==> src/rtl/sdram_burst_prefetch.sv <==
// sdram_burst_prefetch: splits one read request into fixed SDRAM bursts and streams the beats into a FIFO write port.
// Define BYTE_SWAP_EN to byte-swap every 16-bit lane of the FIFO write data.
module sdram_burst_prefetch #(
  parameter int ADDR_W    = 22,
  parameter int DATA_W    = 16,
  parameter int BURST_LEN = 4,
  parameter int LEN_W     = 12,
  parameter int FREE_W    = 11
) (
  input  logic              sdram_clk,
  input  logic              rst_n,
  input  logic              i_req_async,
  input  logic [ADDR_W-1:0] i_req_addr,
  input  logic [LEN_W-1:0]  i_req_len,
  input  logic              i_abort_async,
  output logic              o_busy,
  output logic              o_done,
  output logic [ADDR_W-1:0] o_rd_addr,
  output logic              o_rd_avalid,
  input  logic              i_rd_aready,
  input  logic [DATA_W-1:0] i_rd_data,
  input  logic              i_rd_valid,
  output logic              o_rd_ready,
  output logic              o_fifo_wen,
  output logic [DATA_W-1:0] o_fifo_wdata,
  input  logic [FREE_W-1:0] i_fifo_free
);
  localparam int CNT_W = $clog2(BURST_LEN + 1);

  typedef enum logic [2:0] {IDLE, CHECK, ADDR, DATA, DONE} state_t;

  state_t           r_state;
  logic [2:0]       r_req_sync;
  logic [2:0]       r_abort_sync;
  logic             r_req_edge;
  logic             r_abort_edge;
  logic             r_abort_pend;
  logic [LEN_W-1:0] r_remaining;
  logic [CNT_W-1:0] r_burst_words;
  logic [CNT_W-1:0] r_beat_cnt;
  logic [CNT_W-1:0] w_bw;
  logic             w_room;

  assign w_bw       = (32'(r_remaining) < BURST_LEN) ? CNT_W'(r_remaining) : CNT_W'(BURST_LEN);
  assign w_room     = 32'(i_fifo_free) >= 32'(w_bw);
  // The controller always returns a full burst; surplus beats of a short final burst are dropped here.
  assign o_fifo_wen = i_rd_valid & o_rd_ready & (r_beat_cnt < r_burst_words);

`ifdef BYTE_SWAP_EN
  for (genvar l = 0; l < DATA_W / 16; l++) begin : g_swap
    assign o_fifo_wdata[16*l +: 16] = {i_rd_data[16*l +: 8], i_rd_data[16*l+8 +: 8]};
  end
`else
  assign o_fifo_wdata = i_rd_data;
`endif

  always_ff @(posedge sdram_clk or negedge rst_n) begin
    if (!rst_n) begin
      r_req_sync   <= '0;
      r_abort_sync <= '0;
      r_req_edge   <= 1'b0;
      r_abort_edge <= 1'b0;
    end else begin
      r_req_sync   <= {r_req_sync[1:0], i_req_async};
      r_abort_sync <= {r_abort_sync[1:0], i_abort_async};
      r_req_edge   <= r_req_sync[1] & ~r_req_sync[2];
      r_abort_edge <= r_abort_sync[1] & ~r_abort_sync[2];
    end
  end

  always_ff @(posedge sdram_clk or negedge rst_n) begin
    if (!rst_n) begin
      r_state       <= IDLE;
      r_abort_pend  <= 1'b0;
      r_remaining   <= '0;
      r_burst_words <= '0;
      r_beat_cnt    <= '0;
      o_busy        <= 1'b0;
      o_done        <= 1'b0;
      o_rd_addr     <= '0;
      o_rd_avalid   <= 1'b0;
      o_rd_ready    <= 1'b0;
    end else begin
      o_done <= 1'b0;
      if (r_abort_edge && r_state != IDLE) r_abort_pend <= 1'b1;
      case (r_state)
        IDLE: if (r_req_edge) begin
          o_rd_addr   <= i_req_addr;
          r_remaining <= i_req_len;
          o_busy      <= 1'b1;
          r_state     <= CHECK;
        end
        CHECK: if (r_abort_pend || r_remaining == '0) begin
          o_done  <= 1'b1;
          r_state <= DONE;
        end else if (w_room) begin
          r_burst_words <= w_bw;
          o_rd_avalid   <= 1'b1;
          r_state       <= ADDR;
        end
        ADDR: if (i_rd_aready) begin
          o_rd_avalid <= 1'b0;
          o_rd_ready  <= 1'b1;
          r_beat_cnt  <= '0;
          r_state     <= DATA;
        end
        DATA: if (i_rd_valid) begin
          if (r_beat_cnt == CNT_W'(BURST_LEN - 1)) begin
            o_rd_addr   <= o_rd_addr + ADDR_W'(BURST_LEN);
            r_remaining <= r_remaining - LEN_W'(r_burst_words);
            o_rd_ready  <= 1'b0;
            r_state     <= CHECK;
          end else begin
            r_beat_cnt <= r_beat_cnt + CNT_W'(1);
          end
        end
        DONE: begin
          o_busy       <= 1'b0;
          r_abort_pend <= 1'b0;
          r_state      <= IDLE;
        end
        default: r_state <= IDLE;
      endcase
    end
  end
endmodule

==> config.mk <==
export PLATFORM = sky130hd
export DESIGN_NAME = sdram_burst_prefetch
export DESIGN_NICKNAME = d
export VERILOG_FILES = /design/src/rtl/sdram_burst_prefetch.sv
export SDC_FILE = /design/constraint.sdc
export NUM_CORES = 1
export LEC_CHECK = 0
export ABC_AREA = 1
export BUFFER_PORTS_ARGS = -buffer_cell sky130_fd_sc_hd__buf_2
export CORE_ASPECT_RATIO = 0.6
export CORE_MARGIN = 4
export CORE_UTILIZATION = 52
export DETAILED_ROUTE_END_ITERATION = 6
export PLACE_DENSITY = 0.81
export REMOVE_ABC_BUFFERS = 1
export SKIP_LAST_GASP = 1
export SLEW_MARGIN = 20
export SYNTH_ARGS = -nofsm -noshare
export SYNTH_HDL_FRONTEND = slang
export SYNTH_SLANG_ARGS = --single-unit
==> constraint.sdc <==
create_clock -name sdram_clk -period 2.2 [get_ports sdram_clk]
set_input_delay 0.22 -clock sdram_clk [delete_from_list [all_inputs] [get_ports sdram_clk]]
set_output_delay 0.22 -clock sdram_clk [all_outputs]
set_load 0.02 [all_outputs]
Yosys cells after proc, flatten, opt, wreduce, memory -nomap -nowiden
Cells that the tools add are included.
W data, S select, Z words.
- bits in registers: 56
- equal/unequal tests: 13
- bitwise operators: 7
- mux-type cells: 34
- $lt $le $gt $ge: 3
- reduce and logical (&&, ||, !) cells: 17
- add/sub/neg operators: 3
- operators by type and width (kind ; count):
    $mux W22 ; 3
    $pmux W22 S2 ; 1
    $mux W12 ; 3
    $mux W3 ; 10
    $pmux W12 S2 ; 1
    $add A22 B3 Y22 const B ; 1
    $reduce_and A4 Y1 ; 4
    $ne A2 B2 Y1 const B ; 7
    $logic_not A12 Y1 ; 1
    $lt A12 B3 Y1 const B ; 1
    $pmux W3 S4 ; 1
    $sub A12 B3 Y12 ; 1
    $ge A11 B3 Y1 ; 1
    $mux W1 ; 11
    $reduce_bool A2 Y1 ; 5
    $eq A3 B2 Y1 const B ; 3
    $pmux W1 S2 ; 3
    $pmux W3 S2 ; 1
    $reduce_and A5 Y1 ; 1
    $and A1 B1 Y1 ; 4
    $add A3 B1 Y3 const B ; 1
    $eq A3 B1 Y1 const B ; 1
    $eq A3 B3 Y1 const B ; 1
    $logic_not A3 Y1 ; 1
    8 further kinds ; 10

Longest topological paths before layout
Gate-level depths: netlist (run 1).
- word-level depth: 6
- depth in mapped cells: 16

Worst setup path after synthesis (run 1)
Ideal clock, no wire load.
- kind: flip-flop to flip-flop
- start point: register r_remaining[9]
- end point: register r_burst_words[0]
- data arrival time: 1.864 ns
- setup slack: 0.203 ns
- stages on the path, launching flop included: 15
- setup time: 0.134 ns
- path buffers: 0
- cell sequence: dfrtp_1 -> nor2_1 -> inv_1 -> nor2_1 -> nand3_1 -> nor2_1 -> inv_1 -> ha_1 -> nand2_1 -> nand2_1 -> nand2_1 -> nand2_1 -> inv_1 -> nor2_1 -> o21ai_0
- cells in the longest elaborated chain, start to end: 4
- elaborated cells on any way between the ends: 7
- those cells by class: order compare (2); mux (1); bitwise (1); reduce/logical (3)
- RTL lines (element ; RTL line ; source):
    from (decl) ; 38 ; logic [LEN_W-1:0] r_remaining;
    from (signal assigned) ; 89 ; r_remaining <= i_req_len;
    from (signal assigned) ; 110 ; r_remaining <= r_remaining - LEN_W'(r_burst_words);
    $lt A12 B3 Y1 or $logic_not A12 Y1 (tied branches) ; 44, 93 ;
    $mux W3 or $logic_or A1 B1 Y1 (tied branches) ; 44, 93 ;
    $ge A11 B3 Y1 or $not A1 Y1 (tied branches) ; -- ;
    $reduce_and A3 Y1 (no source line) ; -- ;
    to (signal assigned) ; 97 ; r_burst_words <= w_bw;
    to (decl) ; 39 ; logic [CNT_W-1:0] r_burst_words;
Several ways; a longest one is shown, not always the timed one.
A chain may end at the register's enable or synchronous reset.

Final worst setup path (run 1)
- start point: register r_remaining[0]
- end point: register r_remaining[10]
- cells in the longest elaborated chain, start to end: 4
- RTL lines (element ; RTL line ; source):
    $sub A12 B3 Y12 ; 110 ;
    $mux W12 ; 108 ; if (r_beat_cnt == CNT_W'(BURST_LEN - 1)) begin
    $mux W12 ; 107 ; DATA: if (i_rd_valid) begin
    $pmux W12 S2 ; 86 ; case (r_state)
Every way passes these cells. The select of a mux whose other input is x is not followed.

==> flow_summary.toml, run 1 <==
[final_layout]
multi_input_area_um2 = 1824
mostFrequentLayoutCells = "nand2_1 (146), nor2_1 (97), buf_2 (77)"
syn_to_final_growth_pct = 15.78
diodes = 0
fill_cells = 568
layout-drive-gt1-share = 0.2000
final_common_cell = "nand2_1"
fin_cells = 677
finalNetCount = 669
seq_area_um2 = 1403

[floorplan]
design.core.area_um2 = 6705
dieWidth_um = 115.5
num_rows = 23
io_pins = 110
die_area_um2 = 8377
start_util = 0.5380
die_h_um = 72.52

[grt]
top_usage_layer = "met1"
grt_pass1_wl_um = 15310
antenna_found_initial = 0
grtUsageMet2 = 0.3327
grt_use_total = 0.2278
met1_usage = 0.3418
grt_max_degree = 55
globalRouteMet3Util = 0.05833
grt_overflow = 0
grt_pass1_vias = 3193

[synthesis]
ys_ff_latch = 56
synthCells = 523
yosys_warnings = 0
synth_cell_types = 34
synth-seq-area-share = 0.3885
syn_area_um2 = 3607
syn_avg_cell_area_um2 = 6.897

[placement]
dp_hpwl_um = 6892
dp_slack_ps = -246.0
port_buffers = 77
dp.cells = 665
gp_congestion = 0.9687

[sta]
fmax_mhz = 485.7
fin_hold_ws_ps = -8.719
period_minus_slack_ps = 2059
finalCritPeriodShare = 0.9359
slew_headroom = 0.5021
hold_viol_final = 16
tightest_slew_ps = 746.8
finalClockSkew_ps = 5.793
finalSetupViolations = 0
drv_slew = 0
worst_slack_ps = 141.0

[power_and_ir_drop]
p_int_mw = 2.788
leakage_nw = 2.139
p_seq_frac = 0.350
power_frac_clock = 0.144
power.density_nw_per_um2 = 1280
power.switching_mw = 2.558
combPwrFrac = 0.507
netSwitchingFraction = 0.4785
total_power_mw = 5.345
ir_drop_mv = 0.6173

[clocking]
cts_root_buffer = "clkbuf_16"
clk_pin_slew_worst_paths_ps = 70
cts_buffers = 5
cts_htree_levels = 2
worstSkewPairLatency_ps = 290
cts_buffer_depth = 2
cts_hold_buf = 0
cts_tree = "done"
cts.sinks = 56

[route]
dr.first_iter.drc_count = 356
totalWireLength_um = 9333
vias_per_cell = 5.263
ant_nets = 0
firstDrtPassIters = 4
avgRoutedWirePerCell_um = 13.79
drc = 0
via_count = 3563

[critical_path]
endpoint_kind = "flip-flop"
cp.arrival_ps = 2220
crit_top_cell = "nand2_1"
cp_cell_sequence = "inv_1 -> ha_1 -> fa_1 -> inv_1 -> nand2_1 -> nand2_1 -> nor2_1 -> nand3_1 -> nand2_1 -> o21ai_0 -> o21ai_1"
worst_setup_path_start_kind = "flip-flop"
required_ps = 2360
crit_family = "adder cells"
path_max_fanout = 5
ff2ff_path_depth = 11
critical_path_class = "reg -> reg"
r2r_start = "r_remaining[0]"
rrSetupSlack_ps = 140
r2r_end = "r_remaining[10]"
path_buf_inv = 2
cp_slowest_stage_delay_ps = 360
cp_slowest_cell = "dfrtp_1"

[run_status]
status = "finished, violations left"
violations = "hold timing"

[flow_run]
maxCapViolCount = 0

[worst_hold_path]
hp-class = "in -> async"
[layer usage]
metal / part of all wire / up-vias / wire length (µm)
met5: 0 / - / 0
met4: 0.013 / 0 / 119
met3: 0.10 / 17 / 943
met2: 0.42 / 177 / 3922
met1: 0.47 / 1603 / 4348
li1: - / 1766 / -
[registers in the layout, indices dropped and copies added (netlist names), 3 cells and up]
register	count
o_rd_addr	22
r_abort_sync	3
r_beat_cnt	3
r_burst_words	3
r_remaining	12
r_req_sync	3
r_state	3
[synth_stat cells]
master	instances	area, µm²
a21oi_1	6	30.03
a21oi_2	1	8.760
a31oi_1	1	6.260
and2_1	1	6.260
buf_1	1	3.750
buf_2	3	15.01
buf_4	19	142.6
buf_6	2	22.52
clkbuf_1	4	15.01
clkinv_2	1	5.000
dfrtp_1	56	1401
fa_1	1	20.02
ha_1	11	137.6
inv_1	52	195.2
inv_2	4	15.01
mux2_2	2	22.52
nand2_1	148	555.5
nand2_2	2	12.51
nand3_1	31	155.2
nand3_2	1	10.01
nand3b_1	3	22.52
nand4_1	7	43.79
nor2_1	102	382.9
nor3_1	2	10.01
o211ai_1	5	37.54
o21a_1	1	7.510
o21ai_0	36	180.2
o21ai_1	8	40.04
o21bai_1	1	7.510
o22a_1	1	8.760
o22ai_1	1	6.260
o31ai_2	1	12.51
or2_1	1	6.260
xor2_1	7	61.31
[final cells by class]
cell class / instances / area share
clock inverter: 2 / 0.002996
timing repair buffer: 89 / 0.1168
clock buffer: 5 / 0.02996
tap: 87 / 0.02606
multi-input combinational: 381 / 0.4368
inverter: 57 / 0.05153
sequential: 56 / 0.3358
[metrics by stage]
stage | utilization | setup TNS [ps] | area (µm²)
after detailed placement | 0.5917 | -854.3 | 3968
after floorplan | - | -1683 | 3408
after global placement | 0.5917 | 0 | 3968
after CTS | 0.6137 | 0 | 4115
after global routing | 0.6229 | -3.962 | 4177
final | 0.6229 | 0 | 4177
[power groups by stage]
stage / combinational (mW) / clock, mW / sequential, mW
2_1_floorplan: 1.54 / 0 / 2.04
3_3_place_gp: 2.51 / 0 / 1.85
3_5_place_dp: 2.59 / 0 / 1.86
4_1_cts: 2.61 / 0.788 / 1.85
5_1_grt: 3.06 / 0.822 / 1.93
6_report: 2.71 / 0.769 / 1.87
[repair_timing]
action	in CTS	in global routing
pin swaps	0	5
gates resized for setup	3	9
endpoints found under the setup margin	4	6
setup buffers	0	5
[worst max path at each step]
stage,end,start,cells past startpoint
after global placement,r_burst_words[2],r_remaining[9],14
after global routing,r_state[0],r_remaining[8],16
after floorplan,r_remaining[4],r_state[2],10
after detailed placement,r_burst_words[0],r_remaining[9],14
after CTS,r_burst_words[0],r_remaining[9],15
final,r_remaining[10],r_remaining[0],11
[worst register-to-register path, cell delays in order (launching register included)]
cell and delay, ps:
dfrtp_1 360, inv_1 90, ha_1 230, fa_1 360
inv_1 80, nand2_1 60, nand2_1 170, nor2_1 120
nand3_1 80, nand2_1 40, o21ai_0 220, o21ai_1 110
[cells by family after synthesis]
kind of cell    count (synthesis)  share of synthesized area
compound gates                 62                    0.09574
xor+xnor                        7                    0.01700
fa+ha+maj                      12                    0.04370
buf+inv                        86                     0.1148
flops                          56                     0.3885
mux                             2                   0.006243
simple gates                  298                     0.3340
(Power assumes the default switching activity.)
==> inputs of run 2 (changes only) <==
==> constraint.sdc (replaced) <==
create_clock -name sdram_clk -period 2 [get_ports sdram_clk]
set_input_delay 0.2 -clock sdram_clk [delete_from_list [all_inputs] [get_ports sdram_clk]]
set_output_delay 0.2 -clock sdram_clk [all_outputs]
set_load 0.02 [all_outputs]
==> flow_summary.toml, run 2 (synthesis gave the netlist of run 1 again) <==
[floorplan]
num_rows = 23
io_pins = 110
die_h_um = 72.52
start_util = 0.5380
dieWidth_um = 115.5
design.core.area_um2 = 6705
die_area_um2 = 8377

[final_layout]
finalCoreUtilization = 0.6576
multi_input_area_um2 = 1841
finalNetCount = 694
reg_top3 = "o_rd_addr x22, r_remaining x12"
seq_area_um2 = 1401
final_common_cell = "nand2_1"
largest_reg_flops = 22
mostFrequentLayoutCells = "nand2_1 (145), nor2_1 (96), buf_2 (77)"
diodes = 0
design_area_um2 = 4409
registers.top_by_ff_count = "o_rd_addr"
syn_to_final_growth_pct = 22.23
fill_cells = 568
layout-drive-gt1-share = 0.2386

[grt]
grt_use_total = 0.2419
antenna_found_initial = 0
grt_max_degree = 55
grt_pass1_wl_um = 16130
grt_overflow = 0
grt_pass1_vias = 3392

[sta]
finalCritPeriodShare = 1.040
finalSetupViolations = 5
slew_headroom = 0.6634
finalClockSkew_ps = 5.366
rsz0062_at_grt = "true"
hold_viol_final = 0
fin_hold_ws_ps = 19.08
drv_slew = 0
period_minus_slack_ps = 2080
fmax_mhz = 480.9
tightest_slew_ps = 504.8
worst_slack_ps = -79.51

[critical_path]
cp_slowest_stage_delay_ps = 410
cp.depth = 16
worst_setup_path_start_kind = "flip-flop"
crit_top_cell = "nand2_1"
crit_path_start = "r_remaining[8]"
crit_family = "simple AND/OR/NAND/NOR gates"
path_max_fanout = 3
cp_slowest_cell = "dfrtp_1"
cp_cell_sequence = "nor2_2 -> inv_1 -> nor2_2 -> nand3_2 -> nor2_2 -> ha_1 -> inv_1 -> nand2_1 -> nand2_1 -> nand2_1 -> nand2_2 -> buf_4 -> nand3_2 -> o21bai_1 -> nand2_1 -> nand2_1"
ff2ff_path_depth = 16
endpoint_kind = "flip-flop"
crit_path_end = "r_state[0]"
cp.arrival_ps = 2310
r2r_end = "r_state[0]"
r2r_start = "r_remaining[8]"
rrSetupSlack_ps = -80
required_ps = 2230
critical_path_class = "reg -> reg"
path_buf_inv = 3

[flow_run]
maxCapViolCount = 0

[power_and_ir_drop]
combPwrFrac = 0.533
p_int_mw = 3.501
power.density_nw_per_um2 = 1460
netSwitchingFraction = 0.4560
ir_drop_mv = 0.7450
power.switching_mw = 2.935
power_frac_clock = 0.154
leakage_nw = 2.279
p_seq_frac = 0.314

[route]
totalWireLength_um = 9836
firstDrtPassIters = 5
drc = 0
vias_per_cell = 5.289
avgRoutedWirePerCell_um = 13.99
ant_nets = 0
dr.first_iter.drc_count = 405
via_count = 3718

[worst_hold_path]
min-delay-start = "i_abort_async"
hp-class = "in -> reg"

[run_status]
status = "finished, violations left"
violations = "setup timing"

[clocking]
cts_root_buffer = "clkbuf_16"
cts_buffers = 5
cts_buffer_depth = 2
cts_htree_levels = 2
cts_tree = "done"
clk_pin_slew_worst_paths_ps = 70
cts.sinks = 56
worstSkewPairLatency_ps = 290

[placement]
port_buffers = 77
gp_congestion = 0.9387
post_dp_cell_area_um2 = 4088
dp_hpwl_um = 7081
dp_slack_ps = -196.4
run 2: changes by cell type in the layout (fill, tap and decap cells not counted), moves of 2 or more:
| cell | before | now |
|---|---|---|
| buf_4 | 11 | 35 |
| o21ai_0 | 36 | 32 |
| o21ai_1 | 8 | 11 |
| nand3_1 | 30 | 28 |
| nand3_2 | 2 | 4 |
| nor2_2 | 3 | 5 |
run 2: repair_timing:
item	CTS	global route
pin swaps	0	13
setup buffers	10	5
hold buffers	1	0
hold endpoints to repair	20	0
setup endpoints to repair	6	14
resized for setup	7	14
run 2: power groups by stage:
| stage | combinational, mW | clock (mW) | sequential (mW) |
|---|---|---|---|
| finish | 3.43 | 0.988 | 2.02 |
| floorplan | 1.69 | 0 | 2.25 |
| detailed placement | 3.08 | 0 | 2.02 |
| global placement | 2.98 | 0 | 2.00 |
| global route | 3.84 | 1.05 | 2.08 |
| CTS | 3.28 | 1.00 | 2.01 |
run 2: cell type report:
type / instances / share of cell area
clock inverter: 2 / 0.007946
clock buffer: 6 / 0.02923
sequential: 56 / 0.3178
timing repair buffer: 114 / 0.1538
tap: 87 / 0.02469
inverter: 57 / 0.04909
multi-input combinational: 381 / 0.4174
run 2: worst min path at each step:
| stage | endpoint | slack [ps] | cells after the start |
|---|---|---|---|
| final | r_abort_sync[0] | 20 | 1 |
| after global routing | r_req_sync[0] | 10 | 1 |
| after CTS | r_req_sync[0] | 20 | 1 |
| after detailed placement | r_abort_sync[2] | 190 | 1 |
| after global placement | r_abort_sync[1] | 190 | 1 |
| after floorplan | o_busy | -100 | 0 |
run 2: metal layers:
metal | GRT usage | vias up | share of wire
li1 | - | 1819 | -
met1 | 0.3502 | 1718 | 0.46
met2 | 0.3564 | 164 | 0.44
met4 | 0.05859 | 0 | 0.014
met5 | 0 | - | 0
met3 | 0.07250 | 17 | 0.094
run 2: through the flow:
step / total power, mW / setup TNS [ps] / std cells
floorplan: 3.939 / -6395 / 494
global placement: 4.977 / -296.0 / 681
detailed placement: 5.100 / -741.4 / 681
CTS: 6.297 / 0 / 699
global route: 6.976 / -1222 / 703
finish: 6.436 / -208.5 / 703
==> inputs of run 3 (changes only) <==
--- a/config.mk
+++ b/config.mk
@@ -10,6 +10,7 @@
 export CORE_ASPECT_RATIO = 0.6
 export CORE_MARGIN = 4
 export CORE_UTILIZATION = 52
+export CTS_BUF_LIST = sky130_fd_sc_hd__clkbuf_16
 export DETAILED_ROUTE_END_ITERATION = 6
 export PLACE_DENSITY = 0.81
 export REMOVE_ABC_BUFFERS = 1
==> flow_summary.toml, run 3 (synthesis gave the netlist of run 1 again) <==
[power_and_ir_drop]
leakage_nw = 2.283
power.density_nw_per_um2 = 1458
ir_drop_mv = 0.7451

[critical_path]
path_max_fanout = 3
critical_path_class = "reg -> reg"
endpoint_kind = "flip-flop"
worst_setup_path_start_kind = "flip-flop"
required_ps = 2230
cp.arrival_ps = 2310

[route]
ant_nets = 0
totalWireLength_um = 9836
vias_per_cell = 5.289
via_count = 3718
drc = 0
firstDrtPassIters = 5
dr.first_iter.drc_count = 405
avgRoutedWirePerCell_um = 13.99

[sta]
worst_slack_ps = -79.44
finalCritPeriodShare = 1.040
hold_viol_final = 0
tightest_slew_ps = 504.8
fin_setup_tns_ps = -208.4
fmax_mhz = 480.9
period_minus_slack_ps = 2079
slew_headroom = 0.6634
drv_slew = 0
finalClockSkew_ps = 5.366
finalSetupViolations = 5
rsz0062_at_grt = "true"

[run_status]
violations = "setup timing"
status = "finished, violations left"

[placement]
dp_hpwl_um = 7081
dp_slack_ps = -196.4
gp_congestion = 0.9387
port_buffers = 77

[final_layout]
layout-drive-gt1-share = 0.2386
finalCoreUtilization = 0.6576
largest_reg_flops = 22
registers.top_by_ff_count = "o_rd_addr"
diodes = 0
syn_to_final_growth_pct = 22.23
final_common_cell = "nand2_1"
mostFrequentLayoutCells = "nand2_1 (145), nor2_1 (96), buf_2 (77)"
reg_top3 = "o_rd_addr x22, r_remaining x12"
finalNetCount = 694

[floorplan]
design.core.area_um2 = 6705
start_util = 0.5380
dieWidth_um = 115.5
die_area_um2 = 8377
num_rows = 23
die_h_um = 72.52
io_pins = 110

[grt]
grt_pass1_vias = 3392
antenna_found_initial = 0
grt_use_total = 0.2419
grt_overflow = 0
grt_max_degree = 55
grt_pass1_wl_um = 16130

[clocking]
cts_root_buffer = "clkbuf_16"
cts_htree_levels = 2
worstSkewPairLatency_ps = 290
cts_tree = "done"
clk_pin_slew_worst_paths_ps = 70
cts_buffer_depth = 2
cts.sinks = 56
cts_buffers = 5

[worst_hold_path]
hp-class = "in -> reg"

[flow_run]
maxCapViolCount = 0
[run 3: cell count changes in the layout (fill, tap and decap cells not counted)]
cell      previous run  this run
clkbuf_1             1         0
inv_1               51        52
[run 3: what timing repair did]
action,CTS,global route
pin swaps,0,13
hold buffers,1,0
setup endpoints to repair,6,14
gates resized for setup,7,14
endpoints found under the hold margin,20,0
buffers inserted,10,5
[run 3: final cells by class]
cell class / count / area, µm²
clock buffers: 5 / 125.1
clock inverters: 3 / 38.79
fillers: 568 / 2296
inverters: 57 / 216.5
multi-input cells: 381 / 1841
flip-flops and latches: 56 / 1401
well taps: 87 / 108.9
repair buffers: 114 / 678.2
[run 3: per-stage QoR]
| stage | area (µm²) | hold WS (ps) | power, mW | cells |
|---|---|---|---|---|
| detailed placement | 4088 | 191.3 | 5.100 | 681 |
| global placement | 4088 | 189.0 | 4.977 | 681 |
| finish | 4409 | 19.01 | 6.431 | 703 |
| CTS | 4352 | 17.37 | 6.292 | 699 |
| global route | 4409 | 12.73 | 6.972 | 703 |
| floorplan | 3408 | -95.59 | 3.939 | 494 |
[run 3: routing by layer]
layer	up-vias	GRT usage	share of wire
met4	0	0.05859	0.014
met2	164	0.3564	0.44
met1	1718	0.3502	0.46
li1	1819	-	-
met3	17	0.07250	0.094
met5	-	0	0
[run 3: worst paths after layout]
check                           slack [ps]         endpoint  cells after the start            start
worst max-delay path                   -80       r_state[0]                     16   r_remaining[8]
worst min-delay path                    20  r_abort_sync[0]                      1    i_abort_async
worst max register to register         -80       r_state[0]                     16   r_remaining[8]
worst min register to register         350  r_abort_sync[1]                      0  r_abort_sync[0]
max in group asynchronous              900    r_beat_cnt[0]                      3            rst_n
min in group asynchronous              410  r_abort_sync[1]                      2            rst_n
[run 3: critical path: stages, from the launching register on]
cell and delay [ps]:
dfrtp_1 410, nor2_2 150, inv_1 70, nor2_2 160, nand3_2 130, nor2_2 130, ha_1 240, inv_1 60
nand2_1 50, nand2_1 50, nand2_1 50, nand2_2 70, buf_4 110, nand3_2 80, o21bai_1 150, nand2_1 60
nand2_1 60
[run 3: power by group]
part	internal [mW]	switching, mW	total [mW]
registers	1.57	0.453	2.02
logic	1.34	2.08	3.43
clock network	0.585	0.398	0.983
